$ cat src/rtl/inst_fetch_arbiter.sv
// Instruction fetch arbiter: shares one instruction memory port between two fetch ways.
// Round-robin arbitration on ties, a single outstanding memory transaction, and flush
// support that drains a cancelled fetch without returning data to the requester.
//
// Ports:
//   clk, reset_n                       clock, asynchronous active-low reset
//   wayN_request_i / wayN_instAddr_i   fetch request and address from way N
//   wayN_flush_i                       cancel way N's outstanding fetch
//   wayN_inst_o / wayN_dataOk_o        returned instruction and its valid strobe
//   mem_request_o / mem_instAddr_o     request and address to shared memory
//   mem_inst_i / mem_dataOk_i          instruction and valid strobe from memory
module inst_fetch_arbiter #(
  parameter int unsigned ADDR_W = 32,
  parameter int unsigned INST_W = 32
) (
  input  logic              clk,
  input  logic              reset_n,
  input  logic              way0_request_i,
  input  logic [ADDR_W-1:0] way0_instAddr_i,
  input  logic              way0_flush_i,
  output logic [INST_W-1:0] way0_inst_o,
  output logic              way0_dataOk_o,
  input  logic              way1_request_i,
  input  logic [ADDR_W-1:0] way1_instAddr_i,
  input  logic              way1_flush_i,
  output logic [INST_W-1:0] way1_inst_o,
  output logic              way1_dataOk_o,
  output logic              mem_request_o,
  output logic [ADDR_W-1:0] mem_instAddr_o,
  input  logic [INST_W-1:0] mem_inst_i,
  input  logic              mem_dataOk_i
);

  typedef enum logic [1:0] {StIdle, StWait, StDrain} state_e;

  state_e            state_q, state_d;
  logic              grant_q, grant_d;
  logic              last_q, last_d;
  logic [ADDR_W-1:0] addr_q, addr_d;

  logic sel;
  logic gnt_flush;

  // Winner of arbitration in IDLE: on a tie, the way that did not win last time.
  always_comb begin
    if (way0_request_i && way1_request_i) begin
      sel = ~last_q;
    end else begin
      sel = ~way0_request_i;
    end
  end

  assign gnt_flush = grant_q ? way1_flush_i : way0_flush_i;

  always_comb begin
    state_d = state_q;
    grant_d = grant_q;
    last_d  = last_q;
    addr_d  = addr_q;
    unique case (state_q)
      StIdle: begin
        if (way0_request_i || way1_request_i) begin
          state_d = StWait;
          grant_d = sel;
          last_d  = sel;
          addr_d  = sel ? way1_instAddr_i : way0_instAddr_i;
        end
      end
      StWait: begin
        // Data arriving wins over a coincident flush: the transaction is complete either way.
        if (mem_dataOk_i) begin
          state_d = StIdle;
        end else if (gnt_flush) begin
          state_d = StDrain;
        end
      end
      StDrain: begin
        if (mem_dataOk_i) begin
          state_d = StIdle;
        end
      end
      default: state_d = StIdle;
    endcase
  end

  always_ff @(posedge clk or negedge reset_n) begin
    if (!reset_n) begin
      state_q <= StIdle;
      grant_q <= 1'b0;
      last_q  <= 1'b1;
      addr_q  <= '0;
    end else begin
      state_q <= state_d;
      grant_q <= grant_d;
      last_q  <= last_d;
      addr_q  <= addr_d;
    end
  end

  assign mem_request_o  = (state_q != StIdle);
  assign mem_instAddr_o = addr_q;

  assign way0_dataOk_o = (state_q == StWait) && !grant_q && mem_dataOk_i && !way0_flush_i;
  assign way1_dataOk_o = (state_q == StWait) && grant_q && mem_dataOk_i && !way1_flush_i;

  assign way0_inst_o = mem_inst_i;
  assign way1_inst_o = mem_inst_i;

endmodule

$ cat config.mk
export PLATFORM = sky130hd
export DESIGN_NAME = inst_fetch_arbiter
export DESIGN_NICKNAME = d
export VERILOG_FILES = /design/src/rtl/inst_fetch_arbiter.sv
export SDC_FILE = /design/constraint.sdc
export NUM_CORES = 1
export LEC_CHECK = 0
export BUFFER_PORTS_ARGS = -buffer_cell sky130_fd_sc_hd__buf_4
export CAP_MARGIN = 40
export CELL_PAD_IN_SITES_DETAIL_PLACEMENT = 0
export CELL_PAD_IN_SITES_GLOBAL_PLACEMENT = 1
export CORE_UTILIZATION = 27
export CTS_CLUSTER_SIZE = 28
export DETAILED_ROUTE_END_ITERATION = 7
export PLACE_DENSITY = 0.9
export RECOVER_POWER = 50
export SYNTH_ARGS = -nofsm -noshare
export SYNTH_HDL_FRONTEND = slang
export SYNTH_SLANG_ARGS = --single-unit
$ cat constraint.sdc
create_clock -name clk -period 1.7 [get_ports clk]
set_clock_uncertainty 0.05 [all_clocks]
set_input_delay 0.085 -clock clk [delete_from_list [all_inputs] [get_ports clk]]
set_output_delay 0.085 -clock clk [all_outputs]
set_load 0.02 [all_outputs]
==> results of run 1 <==
[area by class of cell]
type | instances | area (sq um)
clock buffers | 8 | 90.1
fillers | 919 | 5810
inverters | 2 | 7.51
multi-input cells | 146 | 992
flip-flops and latches | 36 | 902
well taps | 108 | 135
repair buffers | 117 | 913
[power groups by stage]
stage          logic [W]  clock network (W)  registers [W]
6_report         0.00292           0.000632        0.00157
2_1_floorplan    0.00157                  0        0.00201
5_1_grt          0.00316           0.000696        0.00163
3_5_place_dp     0.00296                  0        0.00159
3_3_place_gp     0.00289                  0        0.00156
4_1_cts          0.00296           0.000668        0.00158
[sequential cells by signal, summed over array words and instances, names as in the netlist]
name            count
mem_instAddr_o     32
state_q             2
grant_q             1
last_q              1
[placed cells by master, fill, tap and decap left out]
cell type,count
buf_12,2
nand2_1,1
nor2_1,1
clkbuf_2,1
nor2b_1,2
o21a_1,2
mux2_1,1
clkbuf_8,6
and2_4,1
nand2b_1,1
dlygate4sd3_1,2
clkbuf_1,2
buf_4,111
o21ai_0,32
nand3_1,33
buf_8,1
nor2_4,1
dfrtp_1,35
or2_1,2
a31oi_2,30
nor3_1,1
dfstp_2,1
nor2b_2,1
a31oi_1,2
a21oi_1,33
nor3b_1,2
inv_1,2
[worst max-delay path, cell delays in order, from the launching register on]
cell     delay (ps)
dfstp_2         380
nor2b_2         470
buf_8           230
o21ai_0         110
a31oi_2         200
[cells by family after synthesis]
kind of cell	after synthesis	synth area share
and+or+nand+nor	46	0.0969
muxes	1	0.00450
buffers and inverters	91	0.248
DFF	36	0.360
AOI/OAI and AO/OA	99	0.291
[through the flow]
step | power, W | utilization
detailed placement | 0.00455 | 0.331
finish | 0.00512 | 0.344
global placement | 0.00445 | 0.330
CTS | 0.00520 | 0.344
floorplan | 0.00358 | -
global route | 0.00548 | 0.344
[how the worst max path moves through the flow]
stage	start	to	slack (ps)	cells after the start
global placement	last_q	mem_instAddr_o[24]	-70	3
CTS	last_q	mem_instAddr_o[8]	180	4
floorplan	last_q	mem_instAddr_o[0]	210	5
finish	last_q	mem_instAddr_o[8]	180	4
global route	last_q	mem_instAddr_o[8]	40	4
detailed placement	last_q	mem_instAddr_o[8]	190	4
[layer usage]
metal,global-route usage,vias up,part of all wire
met2,0.240,99,0.50
li1,-,975,-
met3,0.0251,25,0.071
met1,0.154,942,0.40
met5,0,-,0
met4,0.0700,0,0.027
==> results.py, run 1 <==
metrics = {
    "logic_synthesis": {
        "yosys_warnings": 0,
        "netlist_area_sq_um": 2500,
        "synth_area_per_cell_sq_um": 9.18,
        "synthTopCellsByCount": "64 x buf_4, 35 x dfrtp_1, 33 x a21oi_1, 33 x nand3_1, 32 x o21ai_0",
        "synth_edf_count": 0,
        "synth_area_leaders": "dfrtp_1 35%, buf_4 19%, a31oi_2 15%",
        "netlist.area_leader.share": 0.350,
        "synthesis.nets": 376,
        "synth_top_area_cell": "dfrtp_1",
        "ys_types": 22,
        "synthCells": 273,
        "synthArstFlopShare": 1.00,
        "ys_seq_area_frac": 0.360,
        "synth_ff_type": "dfrtp_1",
        "yosysMostFrequentCell": "buf_4",
        "ys_ff_latch": 36,
    },
    "clock_network": {
        "postCtsSetupBuffers": 0,
        "clock-sinks": 36,
        "cts_hold_buf": 2,
        "cts-resized-gates": 0,
        "tritoncts": "built",
        "clkLatencyLatePin_ps": 270,
        "numCtsBuffers": 5,
        "htreeDepth": 2,
        "clkTransAtPathRegs_ps": 70,
        "root_buffer": "clkbuf_8",
        "clock_path_buffers": 2,
    },
    "detailed_routing": {
        "drcViolationCount": 11,
        "dr_total_vias": 2041,
        "ant_nets": 0,
        "firstDrtPassIters": 6,
        "avgRoutedWirePerCell_um": 15.5,
        "initialDrtViolationCount": 80,
        "routed_wirelength_mm": 6.48,
        "routed_via_density": 4.89,
    },
    "global_route": {
        "grt_pass1_vias": 2098,
        "grt_pass1_wl_mm": 10.5,
        "overflow": 0,
        "grt_max_degree": 37,
        "grt_use_total": 0.135,
        "antenna_found_initial": 0,
    },
    "hold_path": {
        "hold_path.class": "in2reg",
        "hp-start": "way1_instAddr_i[4]",
        "holdPathEnd": "mem_instAddr_o[4]",
        "hold_depth": 3,
    },
    "place": {
        "preCtsSetupSlack_ps": 191,
        "dpl.hpwl_mm": 4.69,
        "port_buffers": 105,
        "place_area_sq_um": 2930,
        "gp_congestion": 0.709,
        "dpl.cell_count": 407,
    },
    "power": {
        "p_int_w": 0.00293,
        "pwr-share-clk": 0.123,
        "leakage_nw": 1.26,
        "power_density_nw_per_um2": 1680,
        "ir_drop_mv": 0.597,
        "p_switching_w": 0.00219,
        "swShare": 0.428,
        "combPwrFrac": 0.570,
        "seqPwrFrac": 0.306,
    },
    "setup_path": {
        "cp.arrival_ps": 1660,
        "regToRegStartpoint": "last_q",
        "endpoint_kind": "flop",
        "reg2reg_to": "mem_instAddr_o[8]",
        "worstPathMaxFanout": 19,
        "crit_type": "reg2reg",
        "worstRegToRegCells": 4,
        "cp.required_ps": 1840,
        "critPathLaunchType": "flop",
        "rrSetupSlack_ps": 180,
    },
    "sta": {
        "fmax_mhz": 658,
        "finalSetupViolations": 0,
        "rsz0062_at_grt": "no",
        "hold_violations": 0,
        "tightestPinTransition_ps": 930,
        "min_period_ps": 1520,
        "hold_ws_ps": 34.4,
        "slew_headroom": 0.380,
        "fin_ws_ps": 180,
        "tns_ps": 0,
        "drv_slew": 0,
        "period_share": 0.894,
    },
    "outcome": {
        "violations": "DRC",
        "status": "complete, but fails checks",
    },
    "final_layout": {
        "drive_above_1_share": 0.502,
        "final_area_sq_um": 3040,
        "num-nets-final": 411,
        "fin_cells": 417,
        "area_growth_pct": 21.4,
        "antenna_cells": 0,
    },
    "floorplanning": {
        "die-height_um": 98.3,
        "die-area_sq_um": 9670,
        "pin_count": 202,
        "core_area_sq_um": 8850,
        "num_rows": 34,
        "die_x_um": 98.3,
        "start_util": 0.283,
    },
    "job": {
        "drv_cap": 0,
    },
}
No activity file was read; power rests on OpenSTA's default activity.
==> run 2: changes to the inputs <==
--- a/config.mk
+++ b/config.mk
@@ -5,14 +5,14 @@
 export SDC_FILE = /design/constraint.sdc
 export NUM_CORES = 1
 export LEC_CHECK = 0
-export BUFFER_PORTS_ARGS = -buffer_cell sky130_fd_sc_hd__buf_4
 export CAP_MARGIN = 40
 export CELL_PAD_IN_SITES_DETAIL_PLACEMENT = 0
 export CELL_PAD_IN_SITES_GLOBAL_PLACEMENT = 1
-export CORE_UTILIZATION = 27
+export CORE_UTILIZATION = 43
 export CTS_CLUSTER_SIZE = 28
 export DETAILED_ROUTE_END_ITERATION = 7
-export PLACE_DENSITY = 0.9
+export DONT_BUFFER_PORTS = 1
+export PLACE_DENSITY = 0.87
 export RECOVER_POWER = 50
 export SYNTH_ARGS = -nofsm -noshare
 export SYNTH_HDL_FRONTEND = slang
==> run 2 against run 1 <==
  * The flow now finishes without violations
  * Flip-flop and latch count stayed put
  * Global-route usage increased by 7.6 points
  * Final area decreased by 6.1%
  * Final cell count fell by 18%
  * First-iteration DRC count is 23% higher
  * Routed wire length hardly changed
  * Sequential share of layout area rose by 1.9 points
  * Die area down 37%
  * Largest cell class unchanged
==> results.py, run 2 (synthesized netlist as in run 1, its figures left out) <==
metrics = {
    "setup_path": {
        "cp.required_ps": 1850,
        "worstRegToRegCells": 4,
        "critPathLaunchType": "flop",
        "regToRegStartpoint": "last_q",
        "slowest_stage": "nor2b_2",
        "worstPathMaxFanout": 18,
        "cp.arrival_ps": 1690,
        "crit_chain": "nor2b_2 > buf_8 > o21ai_0 > a31oi_2",
        "reg2reg_to": "mem_instAddr_o[10]",
        "crit_end": "mem_instAddr_o[10]",
        "crit_type": "reg2reg",
        "slowest_delay_ps": 470,
        "critPathBufInv": 1,
        "cp-startpoint": "last_q",
        "worst_path_dominant_cell_family": "simple AND/OR/NAND/NOR gates",
        "rrSetupSlack_ps": 150,
        "worst-path-stages": 4,
        "endpoint_kind": "flop",
    },
    "final_layout": {
        "final_common_cell": "dlygate4sd3_1",
        "area_growth_pct": 14.0,
        "fin_util": 0.512,
        "largest_reg_flops": 32,
        "antenna_cells": 0,
        "num-nets-final": 373,
        "drive_above_1_share": 0.192,
        "num-fill-cells": 498,
        "final_cell_mix": "67 x dlygate4sd3_1, 35 x dfrtp_1, 33 x nand3_1, 33 x a21oi_1, 32 x o21ai_0",
    },
    "clock_network": {
        "clock-sinks": 36,
        "clkTransAtPathRegs_ps": 70,
        "htreeDepth": 2,
        "root_buffer": "clkbuf_8",
        "cts-resized-gates": 0,
        "tritoncts": "built",
        "clkLatencyLatePin_ps": 280,
        "numCtsBuffers": 5,
        "clock_path_buffers": 2,
    },
    "hold_path": {
        "hp-start": "way0_flush_i",
        "hold_path.class": "in2reg",
    },
    "global_route": {
        "grt_use_total": 0.211,
        "grt_max_degree": 37,
        "overflow": 0,
        "antenna_found_initial": 0,
        "grt_pass1_vias": 2031,
        "grt_pass1_wl_mm": 9.84,
    },
    "power": {
        "leakage_nw": 1.04,
        "power_density_nw_per_um2": 1560,
        "ir_drop_mv": 0.734,
        "swShare": 0.465,
        "power_w": 0.00446,
        "p_int_w": 0.00239,
        "seqPwrFrac": 0.473,
        "p_switching_w": 0.00207,
        "combPwrFrac": 0.389,
        "pwr-share-clk": 0.138,
    },
    "detailed_routing": {
        "ant_nets": 0,
        "initialDrtViolationCount": 98,
        "routed_wirelength_mm": 6.47,
        "dr_total_vias": 1951,
        "avgRoutedWirePerCell_um": 18.9,
        "firstDrtPassIters": 4,
        "drcViolationCount": 0,
        "routed_via_density": 5.69,
    },
    "sta": {
        "tightestPinTransition_ps": 929,
        "slew_headroom": 0.380,
        "finalSetupViolations": 0,
        "min_period_ps": 1550,
        "hold_violations": 0,
        "fin_ws_ps": 152,
        "rsz0062_at_grt": "no",
        "hold_ws_ps": 64.0,
        "period_share": 0.910,
        "fmax_mhz": 646,
        "drv_slew": 0,
    },
    "place": {
        "port_buffers": 0,
        "gp_congestion": 0.718,
        "dpl.hpwl_mm": 3.85,
        "preCtsSetupSlack_ps": 174,
    },
    "floorplanning": {
        "die_x_um": 78.3,
        "pin_count": 202,
        "start_util": 0.449,
        "core_area_sq_um": 5570,
        "die-height_um": 78.3,
        "num_rows": 27,
        "die-area_sq_um": 6130,
    },
    "outcome": {
        "status": "complete, no violations",
    },
    "job": {
        "drv_cap": 0,
    },
}
==> run 2: per-layer routing <==
layer  global-route usage  part of all wire  up-vias
li1                     -                 -      897
met2                0.395              0.52      116
met3               0.0651             0.076       18
met5                    0                 0        -
met4               0.0870             0.020        0
met1                0.215              0.39      920
==> run 2: power by group through the flow <==
stage	registers [W]	clock network [W]	logic (W)
after global routing	0.00217	0.000691	0.00189
after global placement	0.00211	0	0.00148
after detailed placement	0.00213	0	0.00156
after CTS	0.00211	0.000638	0.00172
final	0.00211	0.000615	0.00173
after floorplan	0.00201	0	0.00157
==> run 2: per-stage QoR <==
stage,cells,area [sq um],TNS [ps]
after CTS,342,2860,0
after global placement,265,2050,-2.22
after global routing,343,2860,0
final,343,2860,0
after detailed placement,266,2070,0
after floorplan,273,2500,0
==> run 2: what timing repair did <==
item | in CTS | in global routing
hold endpoints to repair | 71 | 1
hold buffers | 68 | 1
buffers inserted | 0 | 0
==> run 2: layout make-up <==
class | count | area [sq um] | area share
flip-flops and latches | 36 | 902 | 0.316
inverters | 2 | 7.51 | 0.00263
repair buffers | 79 | 778 | 0.273
multi-input cells | 146 | 987 | 0.346
well taps | 72 | 90.1 | 0.0316
clock buffers | 8 | 90.1 | 0.0316
==> run 2: how the worst min path moves through the flow <==
stage / to / cells past startpoint
global placement: grant_q / 0
CTS: state_q[0] / 2
detailed placement: grant_q / 0
finish: state_q[1] / 3
global route: state_q[1] / 3
floorplan: grant_q / 0
==> run 2: worst min-delay path, delay by kind of cell <==
family	cells	cell delay, ps
compound gates	1	60
mux	1	120
simple gates	1	80
